## config.mk

```make
export PLATFORM = sky130hd
export DESIGN_NAME = if_fetch_buf
export DESIGN_NICKNAME = d
export VERILOG_FILES = /design/src/rtl/if_fetch_buf.sv
export SDC_FILE = /design/constraint.sdc
export NUM_CORES = 1
export LEC_CHECK = 0
export CORE_MARGIN = 2
export CORE_UTILIZATION = 50
export CTS_CLUSTER_DIAMETER = 100
export DETAILED_ROUTE_END_ITERATION = 7
export GPL_TIMING_DRIVEN = 0
export HOLD_SLACK_MARGIN = 0.12
export PLACE_DENSITY_LB_ADDON = 0.12
export REMOVE_ABC_BUFFERS = 1
export SETUP_SLACK_MARGIN = 0.5
export SLEW_MARGIN = 20
export SYNTH_ARGS = -nofsm -noshare
export SYNTH_HDL_FRONTEND = slang
export SYNTH_SLANG_ARGS = --single-unit
```

## constraint.sdc

```tcl
create_clock -name clk_i -period 2.8 [get_ports clk_i]
set_clock_uncertainty 0.2 [all_clocks]
set_input_delay 0.28 -clock clk_i [delete_from_list [all_inputs] [get_ports clk_i]]
set_output_delay 0.28 -clock clk_i [all_outputs]
set_load 0.1 [all_outputs]
```

## src/rtl/if_fetch_buf.sv

```systemverilog
// Instruction fetch buffer: issues sequential fetches to a one-cycle-latency
// instruction memory and queues the returned {addr, inst} pairs for IF/ID.

`ifndef ADDR_WIDTH
`define ADDR_WIDTH 32
`endif
`ifndef DATA_WIDTH
`define DATA_WIDTH 32
`endif

module if_fetch_buf #(
    parameter int                      DEPTH    = 4,
    parameter logic [`ADDR_WIDTH-1:0]  RESET_PC = 32'h0
) (
    input  logic                    clk_i,
    input  logic                    rst_i,
    input  logic                    flush_jump_i,
    input  logic [`ADDR_WIDTH-1:0]  new_pc_i,
    output logic [`ADDR_WIDTH-1:0]  pc_o,
    output logic                    inst_ce_o,
    input  logic [`DATA_WIDTH-1:0]  inst_i,
    input  logic                    ready_i,
    output logic                    inst_valid_o,
    output logic [`ADDR_WIDTH-1:0]  inst_addr_o,
    output logic [`DATA_WIDTH-1:0]  inst_o
);

    localparam int PTR_W = (DEPTH > 1) ? $clog2(DEPTH) : 1;
    localparam int CNT_W = PTR_W + 1;
    localparam logic [CNT_W:0] DEPTH_OCC = (CNT_W+1)'(DEPTH);

    logic [`ADDR_WIDTH-1:0] fetch_pc_q, fetch_pc_d;
    logic [`ADDR_WIDTH-1:0] req_addr_q, req_addr_d;
    logic                   inflight_q, inflight_d;
    logic [PTR_W-1:0]       wr_ptr_q,   wr_ptr_d;
    logic [PTR_W-1:0]       rd_ptr_q,   rd_ptr_d;
    logic [CNT_W-1:0]       count_q,    count_d;

    logic [`ADDR_WIDTH-1:0] addr_mem [DEPTH];
    logic [`DATA_WIDTH-1:0] inst_mem [DEPTH];

    logic [CNT_W:0] occ_s;
    logic           has_entry_s;
    logic           fetch_s;
    logic           push_s;
    logic           pop_s;
    logic           valid_s;

    // Occupancy counts the outstanding fetch so a returning response always has a slot.
    always_comb begin
        occ_s       = {1'b0, count_q} + {{CNT_W{1'b0}}, inflight_q};
        has_entry_s = (count_q != {CNT_W{1'b0}});
        // rst_i gates the request so nothing is issued while reset is held.
        fetch_s     = rst_i & ~flush_jump_i & (occ_s < DEPTH_OCC);
        valid_s     = has_entry_s & ~flush_jump_i;
        push_s      = inflight_q & ~flush_jump_i;
        pop_s       = valid_s & ready_i;
    end

    // Next-state for fetch address, in-flight tracking, pointers and occupancy.
    always_comb begin
        fetch_pc_d = fetch_pc_q;
        req_addr_d = req_addr_q;
        inflight_d = inflight_q;
        wr_ptr_d   = wr_ptr_q;
        rd_ptr_d   = rd_ptr_q;
        count_d    = count_q;
        if (flush_jump_i) begin
            fetch_pc_d = new_pc_i;
            inflight_d = 1'b0;
            wr_ptr_d   = {PTR_W{1'b0}};
            rd_ptr_d   = {PTR_W{1'b0}};
            count_d    = {CNT_W{1'b0}};
        end else begin
            inflight_d = fetch_s;
            if (fetch_s) begin
                fetch_pc_d = fetch_pc_q + `ADDR_WIDTH'(4);
                req_addr_d = fetch_pc_q;
            end else begin
                fetch_pc_d = fetch_pc_q;
                req_addr_d = req_addr_q;
            end
            if (push_s) begin
                wr_ptr_d = wr_ptr_q + PTR_W'(1);
            end else begin
                wr_ptr_d = wr_ptr_q;
            end
            if (pop_s) begin
                rd_ptr_d = rd_ptr_q + PTR_W'(1);
            end else begin
                rd_ptr_d = rd_ptr_q;
            end
            case ({push_s, pop_s})
                2'b10:   count_d = count_q + CNT_W'(1);
                2'b01:   count_d = count_q - CNT_W'(1);
                default: count_d = count_q;
            endcase
        end
    end

    // Control state registers.
    always_ff @(posedge clk_i or negedge rst_i) begin
        if (!rst_i) begin
            fetch_pc_q <= RESET_PC;
            req_addr_q <= {`ADDR_WIDTH{1'b0}};
            inflight_q <= 1'b0;
            wr_ptr_q   <= {PTR_W{1'b0}};
            rd_ptr_q   <= {PTR_W{1'b0}};
            count_q    <= {CNT_W{1'b0}};
        end else begin
            fetch_pc_q <= fetch_pc_d;
            req_addr_q <= req_addr_d;
            inflight_q <= inflight_d;
            wr_ptr_q   <= wr_ptr_d;
            rd_ptr_q   <= rd_ptr_d;
            count_q    <= count_d;
        end
    end

    // Entry storage; contents are only observed through a nonzero count, so no reset.
    always_ff @(posedge clk_i) begin
        if (push_s) begin
            addr_mem[wr_ptr_q] <= req_addr_q;
            inst_mem[wr_ptr_q] <= inst_i;
        end
    end

    // Head outputs read zero when the buffer is empty.
    always_comb begin
        pc_o         = fetch_pc_q;
        inst_ce_o    = fetch_s;
        inst_valid_o = valid_s;
        if (has_entry_s) begin
            inst_addr_o = addr_mem[rd_ptr_q];
            inst_o      = inst_mem[rd_ptr_q];
        end else begin
            inst_addr_o = {`ADDR_WIDTH{1'b0}};
            inst_o      = {`DATA_WIDTH{1'b0}};
        end
    end

endmodule

```

Word-level counts from Yosys, hierarchy flattened
Memories as Yosys holds them, arrays and structs flattened.
Cells that the tools add are included.
Word-level totals
  bits in registers: 72
  memories kept: 2
  output and inout bits: 98
  input port bits: 68
  bits in writable memories: 256
Operators by class
  add/sub/neg operators: 6
  muxes and demuxes: 13
  reduce and logical (&&, ||, !) cells: 6
  $lt $le $gt $ge: 1
  equality and inequality tests: 2
  bitwise gates (word level): 6
Memory list
  addr_mem: words 4, bits a word 32, read ports 1, clocked after memory_dff 0, write ports 1, line 39  | logic [`ADDR_WIDTH-1:0] addr_mem [DEPTH];
  inst_mem: words 4, bits a word 32, read ports 1, clocked after memory_dff 0, write ports 1, line 40  | logic [`DATA_WIDTH-1:0] inst_mem [DEPTH];
Operators by type and width (number)
  $mux W32: 4
  $add A32 B3 Y32 const B: 1
  $mux W2: 4
  $pmux W3 S2: 1
  $reduce_bool A2 Y1: 3
  $reduce_bool A3 Y1: 2
  $and A1 B1 Y1: 5
  $add A2 B1 Y2 const B: 2
  $add A3 B1 Y4: 1
  $lt A4 B3 Y1 const B: 1
  $add A3 B1 Y3 const B: 1
  $mux W1: 3
  $mux W3: 1
  $sub A3 B1 Y3 const B: 1
  $eq A2 B1 Y1 const B: 1
  $eq A2 B2 Y1 const B: 1
  $reduce_and A2 Y1: 1
  $not A1 Y1: 1

Logic depth before layout (Yosys ltp)
  depth in word-level cells: 6
  mapped depth: 8
  depth with buffers taken out: 7

Worst setup path before layout
No wires, ideal clock.
  kind: register to register
  start point: reg inflight_q
  end point: mem addr_mem[0][0] in the netlist's numbering (enable)
  arrival time: 2206 ps
  path slack: -35 ps
  stages on the path, launching flop included: 4
  buffers on the path: 1
  clock period less this slack: 2835 ps
  library setup time: 429 ps
  data required time: 2171 ps
  cell sequence: dfrtp_1 > buf_2 > nor2b_1 > and2_1
Between the ends
  word-level cells in the longest chain between the ends: 3
RTL lines
  start, declared: line 34  | logic inflight_q, inflight_d;
  start signal, assigned: line 113  | inflight_q <= inflight_d;
  $and A1 B1 Y1: line 56  | push_s = inflight_q & ~flush_jump_i;
  $mux W1: line 122  | if (push_s) begin
  $mux W1 (not written as such): line 123  | addr_mem[wr_ptr_q] <= req_addr_q;
  end, declared: line 39
No other way between the ends.

Worst setup path in the final report
  start point: reg rd_ptr_q[0]
  end point: out inst_o[25]
Between the ends
  word-level cells in the longest chain between the ends: 2
RTL lines
  start, declared: line 36  | logic [PTR_W-1:0] rd_ptr_q, rd_ptr_d;
  start signal, assigned: line 108  | rd_ptr_q <= {PTR_W{1'b0}};
  start signal, assigned: line 115  | rd_ptr_q <= rd_ptr_d;
  $mem_v2 Z4 W32
  $mux W32: line 133  | if (has_entry_s) begin
  end, declared: line 25  | output logic [`DATA_WIDTH-1:0] inst_o
No other way between the ends.

==> flow_summary_export.csv <==
group,metric,value,unit
global_routing,grt_pass1_vias,8333,
synthesis,synth.area.top_cells,"edfxtp_1 (58%), dfrtp_1 (14%), mux4_2 (11%), nand2_1 (3.4%), and2_1 (3.3%)",
sta,setup_slack,116.8,ps
clock_network,cts_buffer_depth,3,
cells_and_area,area_growth,37.04,%
drt,first_pass_iters,5,
clock_network,clk_latency,510,ps
floorplan,ios,166,
cells_and_area,diodes,0,
synthesis,netlist.area_leader.share,58.08,%
pwr,intPower,0.01291,W
placed_design,dp_hpwl,16200,um
clock_network,cts_tree,"yes",
sta,setup_viol,0,
floorplan,chipWidth,166.7,um
floorplan,initial_core_util,50.79,%
drt,drt_wl_total,32760,um
placed_design,placedCellCount,1268,
placed_design,io_buffers,165,
placed_design,placed_area,15350,um^2
synthesis,synth_commonest_cells,"edfxtp_1 (256), nand2_1 (121), dfrtp_1 (72)",
critical_path,endpoint_kind,"output pin",
synthesis,synth_edf_count,256,
pwr,pwr-share-clk,20.2,%
global_routing,grt_max_degree,47,
hold_path,hp-class,"in2reg",
pwr,p_sw,0.009114,W
clock_network,h-tree-depth,2,
clock_network,clk_pin_slew,50,ps
critical_path,cp.arrival,2200,ps
critical_path,path_max_fanout,8,
critical_path,crit_type,"reg2out",
global_routing,grt_pass1_wl,49290,um
pwr,p_seq_share,28.7,%
cells_and_area,drive_gt1_share,35.53,%
global_routing,grt-ovfl-total,0,
sta,finalMaxSlewViolations,0,
global_routing,antenna_found_initial,1,
global_routing,grt_usage,23.21,%
clock_network,cts_buffers,36,
synthesis,synth.most_common_cell,"edfxtp_1",
clock_network,cts_sinks,328,
floorplan,coreArea,26060,um^2
drt,avgRoutedWirePerCell,23.47,um
sta,rsz0062_at_grt,"true",
critical_path,startpoint_type,"register",
pwr,power_density,1215,nW/um^2
synthesis,synth-seq-cells,328,
synthesis,ys_seq_area_share,71.70,%
pwr,switching_share,41.37,%
floorplan,rows,59,
floorplan,die_y,166.7,um
drt,dr.first_iter.drc_count,627,
synthesis,syn_inst,800,
synthesis,avgSynthCellArea,16.54,um^2
placed_design,dp_slack,-1742,ps
synthesis,yosysUniqueCellTypes,56,
sta,hold_viol_final,0,
sta,tightest_slew,959.7,ps
pwr,worst_ir_drop_vdd,0.001134,V
pwr,power.total,0.02203,W
floorplan,dieArea,27790,um^2
placed_design,gp_congestion,0.7278,
critical_path,critPathRequiredTime,2320,ps
synthesis,synth_ff_type,"edfxtp_1",
drt,vias_per_cell,5.698,
drt,vias,7954,
pwr,power.share.combinational,51.0,%
status,status,"completed",
cells_and_area,finish.instance_area,18140,um^2
drt,drc,0,
sta,fin_crit_sh,95.83,%
synthesis,syn_area,13240,um^2
sta,fin_crit,2683,ps
cells_and_area,final_cells,1396,
hold_path,holdPathStages,3,
drt,final_antenna_net_count,0,
synthesis,yosysTopAreaCell,"edfxtp_1",
sta,slew_headroom,36.27,%
flow_run,max_cap_violations,0,
critical_path,reg2reg_depth,9,
synthesis,synth_async_sr_flop_share,21.95,%
cells_and_area,final_nets,1107,
pwr,leakagePower,6.634,nW
synthesis,synthesis.yosys.warnings,0,
clock_network,cts_root_buf,"clkbuf_16",
sta,max_freq,372.7,MHz
final cells by class:
type	count	area (um^2)
clock buffers	54	1060
clock inverters	12	68.82
fillers	1722	7921
inverters	8	46.29
multi-input cells	428	3787
flip-flops and latches	328	9505
well taps	335	419.2
repair buffers	229	3233
repair inverters	2	17.52
placed cells by master, fill, tap and decap left out, types with 17 or more instances in the layout:
cell             synthesis  routed
dfrtp_1                 72      63
buf_12                   0      75
nand3_1                 18      17
edfxtp_1               256     256
clkdlybuf4s15_2          0      21
clkdlybuf4s50_1          0      65
and2_4                   0      58
clkbuf_16                0      38
buf_4                    0      24
mux4_2                  64      64
nand2_1                121     120
power groups by stage:
stage	registers [W]	logic, W	clock network, W
6_report	0.00633	0.0112	0.00446
3_5_place_dp	0.00649	0.00828	0
5_1_grt	0.00640	0.0116	0.00474
3_3_place_gp	0.00655	0.00685	0
4_1_cts	0.00631	0.0107	0.00454
2_1_floorplan	0.00699	0.00563	0
metrics by stage:
step | setup TNS (ps) | hold slack, ps | util (%)
finish | 0 | 131.4 | 69.60
global route | 0 | 159.5 | 69.60
CTS | 0 | 120.1 | 68.23
detailed placement | -70330 | 37.64 | 58.90
global placement | -1458690 | 289.1 | 57.93
floorplan | -113870 | -215.6 | -
logic make-up after synthesis:
group,share of synthesized area [%]
AOI/OAI and AO/OA,3.044
xor gates and xnor gates,0.3971
adders and majority gates,0.6239
buffers and inverters,1.815
DFF,71.70
muxes,11.36
and+or+nand+nor,11.06
registers in the layout, summed over array words and instances (netlist names):
name and flops:
addr_mem 128, inst_mem 128, pc_o 32, req_addr_q 32
count_q 3, rd_ptr_q 2, wr_ptr_q 2, inflight_q 1
timing repair:
action	CTS	global route
resized for setup	690	62
buffers inserted	23	13
endpoints found under the setup margin	158	177
gates cloned	10	5
hold buffers	11	0
pin swaps	5	47
endpoints found under the hold margin	78	0
path summary, 6_finish.rpt:
check,startpoint,endpoint,slack (ps)
max,rd_ptr_q[0]$_DFFE_PN0P_,inst_o[25],120
min,new_pc_i[2],pc_o[2]$_DFFE_PN0P_,130
max reg2reg,count_q[2]$_DFFE_PN0P_,count_q[2]$_DFFE_PN0P_,350
min reg2reg,pc_o[1]$_DFFE_PN0P_,req_addr_q[1]$_DFFE_PN0P_,300
max in group asynchronous,rst_i,pc_o[9]$_DFFE_PN0P_,1530
min in group asynchronous,rst_i,pc_o[24]$_DFFE_PN0P_,170
routing by layer:
layer / vias up / share of wire (%) / global-route usage, %
met4: 0 / 2.5 / 7.459
li1: 3540 / - / -
met5: - / 0 / 0
met1: 4094 / 41 / 31.00
met3: 53 / 5.1 / 4.230
met2: 267 / 51 / 39.09
critical path: stages (launching register included):
cell and delay (ps):
dfrtp_4 440, buf_12 180, buf_12 140, buf_12 110
mux4_2 480, and2_4 180, buf_12 160
(Power assumes the default switching activity.)
